`src/rtl/vc_input_buffer.sv`:
```
// vc_input_buffer: per-VC FWFT flit FIFOs with round-robin crossbar and route-computation head selection.
module vc_input_buffer #(
  parameter int DATA_W = 64,
  parameter int NUM_VC = 2,
  parameter int DEPTH = 4,
  localparam int VC_W = (NUM_VC > 1) ? $clog2(NUM_VC) : 1,
  localparam int PTR_W = $clog2(DEPTH)
) (
  input  logic              clk,
  input  logic              rst_n,
  input  logic [DATA_W-1:0] in_data,
  input  logic              in_valid,
  input  logic [VC_W-1:0]   in_vc,
  output logic [NUM_VC-1:0] vc_status,
  output logic [NUM_VC-1:0] credit_out,
  input  logic [NUM_VC-1:0] vc_grant,
  output logic              cba_request,
  input  logic              cba_grant,
  output logic [DATA_W-1:0] cbs_data,
  output logic [VC_W-1:0]   cbs_vc,
  output logic              cbs_valid,
  output logic [DATA_W-1:0] rc_data,
  output logic [VC_W-1:0]   rc_vc,
  output logic              rc_valid,
  output logic [1:0]        err_flags
);
  localparam logic [VC_W:0] NV = (VC_W+1)'(NUM_VC);
  localparam logic [PTR_W:0] FULL = (PTR_W+1)'(DEPTH);

  logic [DATA_W-1:0] mem [NUM_VC][DEPTH];
  logic [PTR_W-1:0] head [NUM_VC];
  logic [PTR_W-1:0] tail [NUM_VC];
  logic [PTR_W:0] count [NUM_VC];
  logic [VC_W-1:0] last_served, cbs_sel, rc_sel;
  logic [NUM_VC-1:0] full, nonempty, eligible, hit, enq, deq;
  logic illegal;

  // First requester found searching upward from last+1, wrapping; backward loop lets the nearest win.
  function automatic logic [VC_W-1:0] rr(input logic [NUM_VC-1:0] req, input logic [VC_W-1:0] last);
    rr = '0;
    for (int i = NUM_VC; i >= 1; i--)
      if (req[(int'(last) + i) % NUM_VC]) rr = VC_W'((int'(last) + i) % NUM_VC);
  endfunction

  always_comb begin
    for (int v = 0; v < NUM_VC; v++) begin
      full[v] = count[v] == FULL;
      nonempty[v] = count[v] != '0;
      hit[v] = in_valid && in_vc == VC_W'(v);
      deq[v] = cba_grant && cbs_valid && cbs_sel == VC_W'(v);
    end
  end

  assign illegal = in_valid && ({1'b0, in_vc} >= NV);
  assign enq = hit & ~full;
  assign eligible = nonempty & vc_grant;
  assign vc_status = ~full;
  assign cbs_sel = rr(eligible, last_served);
  assign rc_sel = rr(nonempty, last_served);
  assign cbs_valid = |eligible;
  assign cba_request = cbs_valid;
  assign cbs_vc = cbs_valid ? cbs_sel : '0;
  assign cbs_data = cbs_valid ? mem[cbs_sel][head[cbs_sel]] : '0;
  assign rc_valid = |nonempty;
  assign rc_vc = rc_valid ? rc_sel : '0;
  assign rc_data = rc_valid ? mem[rc_sel][head[rc_sel]] : '0;

  always_ff @(posedge clk or negedge rst_n) begin
    if (!rst_n) begin
      for (int v = 0; v < NUM_VC; v++) begin
        head[v] <= '0;
        tail[v] <= '0;
        count[v] <= '0;
      end
      credit_out <= '0;
      err_flags <= '0;
      last_served <= VC_W'(NUM_VC - 1);
    end else begin
      for (int v = 0; v < NUM_VC; v++) begin
        if (enq[v]) tail[v] <= tail[v] + 1'b1;
        if (deq[v]) head[v] <= head[v] + 1'b1;
        count[v] <= count[v] + (PTR_W+1)'(enq[v]) - (PTR_W+1)'(deq[v]);
      end
      credit_out <= deq;
      err_flags <= err_flags | {illegal, |(hit & full)};
      if (cbs_valid && cba_grant) last_served <= cbs_sel;
    end
  end

  always_ff @(posedge clk) begin
    for (int v = 0; v < NUM_VC; v++)
      if (enq[v]) mem[v][tail[v]] <= in_data;
  end
endmodule
```
`config.mk`:
```
export PLATFORM = sky130hd
export DESIGN_NAME = vc_input_buffer
export DESIGN_NICKNAME = d
export VERILOG_FILES = /design/src/rtl/vc_input_buffer.sv
export SDC_FILE = /design/constraint.sdc
export NUM_CORES = 1
export LEC_CHECK = 0
export CORE_MARGIN = 4
export CORE_UTILIZATION = 50
export CTS_CLUSTER_SIZE = 30
export DETAILED_ROUTE_END_ITERATION = 8
export DONT_BUFFER_PORTS = 1
export GPL_TIMING_DRIVEN = 0
export SLEW_MARGIN = 20
export SYNTH_ARGS = -nofsm -noshare
export SYNTH_HDL_FRONTEND = slang
export SYNTH_SLANG_ARGS = --single-unit
```
`constraint.sdc`:
```
create_clock -name clk -period 4.06 [get_ports clk]
set_input_delay 0.609 -clock clk [delete_from_list [all_inputs] [get_ports clk]]
set_output_delay 0.609 -clock clk [all_outputs]
set_load 0.05 [all_outputs]
```
* After elaboration in Yosys (flattened, before gate mapping)
Memories as Yosys holds them, arrays and structs flattened. Cells that the tools add are included.
Cells by class: add/sub/neg operators 10, eq/ne operators 2, bitwise gates (word level) 15, multiplexer cells 43, reductions and logical operators 13, $lt $le $gt $ge 10
Operator list (count):
- $mux 256 | 4
- $mux 64 | 8
- $bmux 64 s2 | 2
- $demux 64 s2 | 2
- $reduce_or 256->1 | 1
- $mux 1 | 21
- $ge 3x3->1 const B | 4
- $mux 2 | 6
- $not 2->3 | 4
- $add 2x1->2 const B | 4
- $logic_and 1x1->1 | 7
- $add 3x1->3 | 2
- $and 2x2->2 | 3
- $eq 3x3->1 const B | 2
- $lt 2x3->1 const B | 2
- $lt 3x1->1 const B | 2
- $reduce_bool 3->1 | 2
- $reduce_or 2->1 | 3
- $sub 3x1->3 | 2
- $ge 2x2->1 const B | 2
- $not 1->2 | 2
- $add 1x1->1 const B | 2
- $and 1x1->1 const A | 2
- $not 1->1 | 2
- 2 further kinds | 2
Word-level totals: word-level logic and storage cells 103, bits in registers 19, memory bits (writable) 512, memories 1, input port bits 71, output and inout port bits 139
Memory list:
- mem | depth 2, bits a word 256, rd ports 2, clocked after Yosys merged registers in 0, wr ports 1, line 30 | logic [DATA_W-1:0] mem [NUM_VC][DEPTH];

* Longest topological paths before layout
depth after elaboration 16, gate-level depth with buffers 12, mapped depth without buffers 11

* Least setup slack after synthesis
No wires, ideal clock.
path kind input -> output, start point in vc_grant[1], end point out cbs_data[54], arrival time 2950 ps, setup slack 501 ps, path buffers 1, stages on the path 6, path through o31a_1 o21ai_1 inv_2 clkbuf_1 nor2_1 o32ai_1
On the way: longest elaborated chain between the ends 15, elaborated cells between the ends (all ways) 20, those cells by class mux (15); bitwise (3); reduce/logical (1); memory (1)
Ends and longest elaborated chain:
- start, declared | line 16 | input logic [NUM_VC-1:0] vc_grant,
- $and 2x2->2 * | line 56 | assign eligible = nonempty & vc_grant;
- $mux 1 (implied by the code) (3 in series) | line 42 | if (req[(int'(last) + i) % NUM_VC]) rr = VC_W'((int'(last) + i) % NUM_VC);
- $mux 1 (2 in series) | line 42
- $not 1->2 (implied by the code) | line 63 | assign cbs_data = cbs_valid ? mem[cbs_sel][head[cbs_sel]] : '0;
- $mux 2 (implied by the code) (3 in series) | line 63
- $not 2->3 (implied by the code) | line 63
- $bmux 64 s2 | line 63
- $mux 64 (implied by the code) (2 in series) | line 63
- $mux 64 * | line 63
- end, declared | line 19 | output logic [DATA_W-1:0] cbs_data,
Every way passes the cells marked *; elsewhere a longest branch is shown, timed or not. The select of a mux whose other input is x is not followed.

* Final worst setup path
start point reg count[1] (netlist name), end point out rc_data[4]
On the way: longest elaborated chain between the ends 15, elaborated cells between the ends (all ways) 20, those cells by class mux (15); bitwise (2); reduce/logical (2); memory (1)
Ends and longest elaborated chain:
- start, declared | line 33 | logic [PTR_W:0] count [NUM_VC];
- start signal, assigned by index | line 82 | count[v] <= count[v] + (PTR_W+1)'(enq[v]) - (PTR_W+1)'(deq[v]);
- $reduce_bool 3->1 * | line 48 | nonempty[v] = count[v] != '0;
- $mux 1 (implied by the code) (3 in series) | line 42
- $mux 1 (2 in series) | line 42
- $not 1->2 (implied by the code) | line 66 | assign rc_data = rc_valid ? mem[rc_sel][head[rc_sel]] : '0;
- $mux 2 (implied by the code) (3 in series) | line 66
- $not 2->3 (implied by the code) | line 66
- $bmux 64 s2 | line 66
- $mux 64 (implied by the code) (2 in series) | line 66
- $mux 64 * | line 66
- end, declared | line 22 | output logic [DATA_W-1:0] rc_data,
Marks and branches as above.

==> insert_results.sql <==
INSERT INTO impl_metrics (metric_group, metric, value, unit) VALUES
('outcome', 'run_status', 'finished, final reports clean', ''),
('timing', 'setup_violations', '0', ''),
('detailed_routing', 'dr.first_iter.drc_count', '1021', ''),
('worst_setup_path', 'timing.rr.start', 'count[4]', ''),
('worst_setup_path', 'path_class', 'flip-flop to output pin', ''),
('grt', 'grt_use_total', '0.250', ''),
('detailed_routing', 'post-route-drc-count', '0', ''),
('grt', 'pin_count_of_the_biggest_net_entering_global_routing', '40', ''),
('floorplan', 'die_width', '226', 'um'),
('floorplan', 'design.die.area', '51000', 'um2'),
('floorplan', 'initial_core_util', '0.508', ''),
('final_layout', 'finish.net_count', '1639', ''),
('synthesis', 'synthesis.nets', '1564', ''),
('worst_setup_path', 'cpMaxStageDelayCell', 'o32ai_2', ''),
('timing', 'timing.final.hold_violations', '0', ''),
('final_layout', 'area_growth', '19.5', '%'),
('place', 'placement.io_buffers', '0', ''),
('grt', 'grt_first_pass_wirelength', '93800', 'um'),
('grt', 'antenna_found_initial', '0', ''),
('clock_tree', 'clkLatencyLatePin', '600', 'ps'),
('detailed_routing', 'route.layer.met1.wl', '26600', 'um'),
('clock_tree', 'numCtsBuffers', '56', ''),
('clock_tree', 'clock_sink_count', '530', ''),
('timing', 'finClkSkew', '10.4', 'ps'),
('floorplan', 'floorplan.core_area', '46800', 'um2'),
('synthesis', 'syn_avg_cell_area', '16.0', 'um2'),
('worst_setup_path', 'crit_path_max_fanout', '10', ''),
('floorplan', 'top_level_ports', '210', ''),
('synthesis', 'ys_async_sr_fraction', '0.0340', ''),
('synthesis', 'yosysSeqAreaShare', '0.667', ''),
('synthesis', 'yosys_most_used_dff', 'edfxtp_1', ''),
('detailed_routing', 'firstDrtPassIters', '5', ''),
('detailed_routing', 'post_drt_via_cell_ratio', '6.08', ''),
('clock_tree', 'cts_htree_levels', '2', ''),
('clock_tree', 'cts.reportedPaths.clkPinSlew', '60', 'ps'),
('worst_setup_path', 'worst_setup_path_end_kind', 'output pin', ''),
('timing', 'timing_worst_slew_pin_value', '1190', 'ps'),
('floorplan', 'rows', '79', ''),
('synthesis', 'count_of_cell_types_in_the_netlist', '43', ''),
('detailed_routing', 'met2WireLength', '30800', 'um'),
('worst_setup_path', 'timing.critical_path.arrival', '3400', 'ps'),
('timing', 'worst_slew_margin_rel', '0.210', ''),
('clock_tree', 'cts_tree', 'built', ''),
('worst_setup_path', 'worst_path_dominant_cell_family', 'compound AO/OA/AOI/OAI gates', ''),
('detailed_routing', 'detail_route.wl_per_cell', '29.0', 'um'),
('detailed_routing', 'drt.antenna.violating_nets', '0', ''),
('worst_setup_path', 'cp-startpoint', 'count[1]', ''),
('detailed_routing', 'route.vias.total', '13400', ''),
('grt', 'grt_overflow', '0', ''),
('detailed_routing', 'highest_layer', 'met4', ''),
('synthesis', 'yosys_register_bits', '530', ''),
('synthesis', 'synth-edff-count', '512', ''),
('timing', 'period_share', '0.988', ''),
('detailed_routing', 'wirelength', '64000', 'um'),
('place', 'dpl.hpwl', '38600', 'um'),
('worst_setup_path', 'crit_required', '3450', 'ps'),
('final_layout', 'number_of_antenna_repair_diodes', '0', ''),
('synthesis', 'postSynthCellCount', '1479', ''),
('timing', 'clock.fmax', '0.249', 'GHz'),
('worst_setup_path', 'cp_cell_sequence', 'nor3_1 > or2_2 > a32oi_4 > buf_6 > o32ai_2', ''),
('synthesis', 'yosys_warnings', '0', ''),
('final_layout', 'mostFrequentLayoutCells', 'edfxtp_1 (512), nor2_1 (258), mux2_2 (258), mux2i_1 (128), o32ai_4 (112)', ''),
('grt', 'grt_pass1_vias', '14200', ''),
('detailed_routing', 'met3_wirelength', '4830', 'um'),
('hold_path', 'min-delay-start', 'in_data[44]', ''),
('floorplan', 'overall_die_height', '226', 'um'),
('worst_setup_path', 'worst_setup_sp_type', 'flip-flop', ''),
('worst_setup_path', 'worstPathBufferInverterCount', '1', ''),
('timing', 'layout_min_cycle_time', '4010', 'ps'),
('clock_tree', 'max-clock-path-buffers', '3', ''),
('final_layout', 'final_core_util', '0.607', ''),
('timing', 'final.hold.worst_slack', '99.1', 'ps'),
('clock_tree', 'clock_root_buffer', 'clkbuf_16', ''),
('worst_setup_path', 'max_stage_delay', '900', 'ps'),
('timing', 'finalMaxSlewViolations', '0', ''),
('hold_path', 'hp-class', 'primary input to flip-flop', ''),
('final_layout', 'drive_gt1_frac', '0.353', ''),
('final_layout', 'layout.cells.most_common', 'edfxtp_1', ''),
('place', 'gp_routability_congestion', '0.770', ''),
('synthesis', 'netlist_area_before_placement', '23700', 'um2'),
('run', 'drv_cap', '0', '');
==> worst paths after layout <==
check | endpoint | slack, ps | cells past startpoint
worst max-delay path | rc_data[4] | 50 | 5
worst min-delay path | mem[0][236] | 100 | 0
worst max register to register | count[2] | 860 | 12
worst min register to register | count[5] | 550 | 1
max in group asynchronous | head[3] | 2960 | 1
min in group asynchronous | tail[0] | 560 | 1
==> final cells by class <==
| type | instances | area, um2 |
|---|---|---|
| Tap cell | 607 | 759 |
| Fill cell | 3459 | 18400 |
| Sequential cell | 530 | 15800 |
| Buffer | 99 | 569 |
| Clock inverter | 36 | 263 |
| Timing Repair Buffer | 17 | 328 |
| Inverter | 17 | 68.8 |
| Multi-Input combinational cell | 833 | 9090 |
| Clock buffer | 65 | 1460 |
==> what timing repair did <==
item | in CTS | in global routing
buffers inserted | 4 | 4
gates resized for setup | 100 | 25
endpoints found under the setup margin | 115 | 87
pin swaps | 2 | 0
hold buffers | 1 | 0
endpoints found under the hold margin | 18 | 0
==> kinds of logic (layout without fill, tap and decap cells) <==
family          Yosys count  in the layout  synth area share
fa+ha+maj                14             14           0.00801
other cells               1              1          0.000158
mux                     386            386             0.176
simple gates            280            280            0.0462
buf+inv                 116            234            0.0260
flops                   530            530             0.667
compound gates          142            142            0.0726
xor+xnor                 10             10           0.00369
==> synthesized netlist by cell type (12+ instances only) <==
cell        n  share of area
buf_1      12         0.0019
mux2i_1   128          0.054
buf_6      15         0.0071
o32ai_1    68          0.025
o32ai_2    60          0.041
clkbuf_1   26         0.0041
buf_2      43         0.0091
edfxtp_1  512           0.65
inv_1      15         0.0024
ha_1       12         0.0063
mux2_2    258           0.12
dfrtp_1    17          0.018
nor2_1    258          0.041
==> per-layer routing <==
metal	track usage	up-vias
met5	0	-
met4	0.0808	0
met3	0.0598	114
met2	0.409	457
met1	0.332	6948
li1	-	5891
==> registers in the layout (all words and copies together) (netlist names) <==
register / count
tail: 4
credit_out: 2
err_flags: 1
last_served: 1
mem: 512
count: 6
head: 4
==> worst register-to-register path: cells and delay by family (launching register included) <==
kind | cells | cell delay (ps)
AND/OR/NAND/NOR | 1 | 310
buffers and inverters | 4 | 660
XOR/XNOR | 2 | 330
flip-flops | 1 | 450
adder cells (fa/ha/maj) | 3 | 820
AO/OA/AOI/OAI | 2 | 550
==> metrics by stage <==
stage | TNS [ps] | setup slack, ps | area (um2) | instances
2_1_floorplan | 0 | 501 | 23700 | 1479
3_3_place_gp | -515890 | -1110 | 24500 | 2086
3_5_place_dp | 0 | 402 | 25200 | 2094
4_1_cts | -6.06 | -6.06 | 28100 | 2200
5_1_grt | -4.60 | -4.60 | 28400 | 2204
6_report | 0 | 48.1 | 28400 | 2204
Power is left out: the tool's default activity adds up to more than one toggle a clock period on the data nets, which glitch-free logic cannot reach.
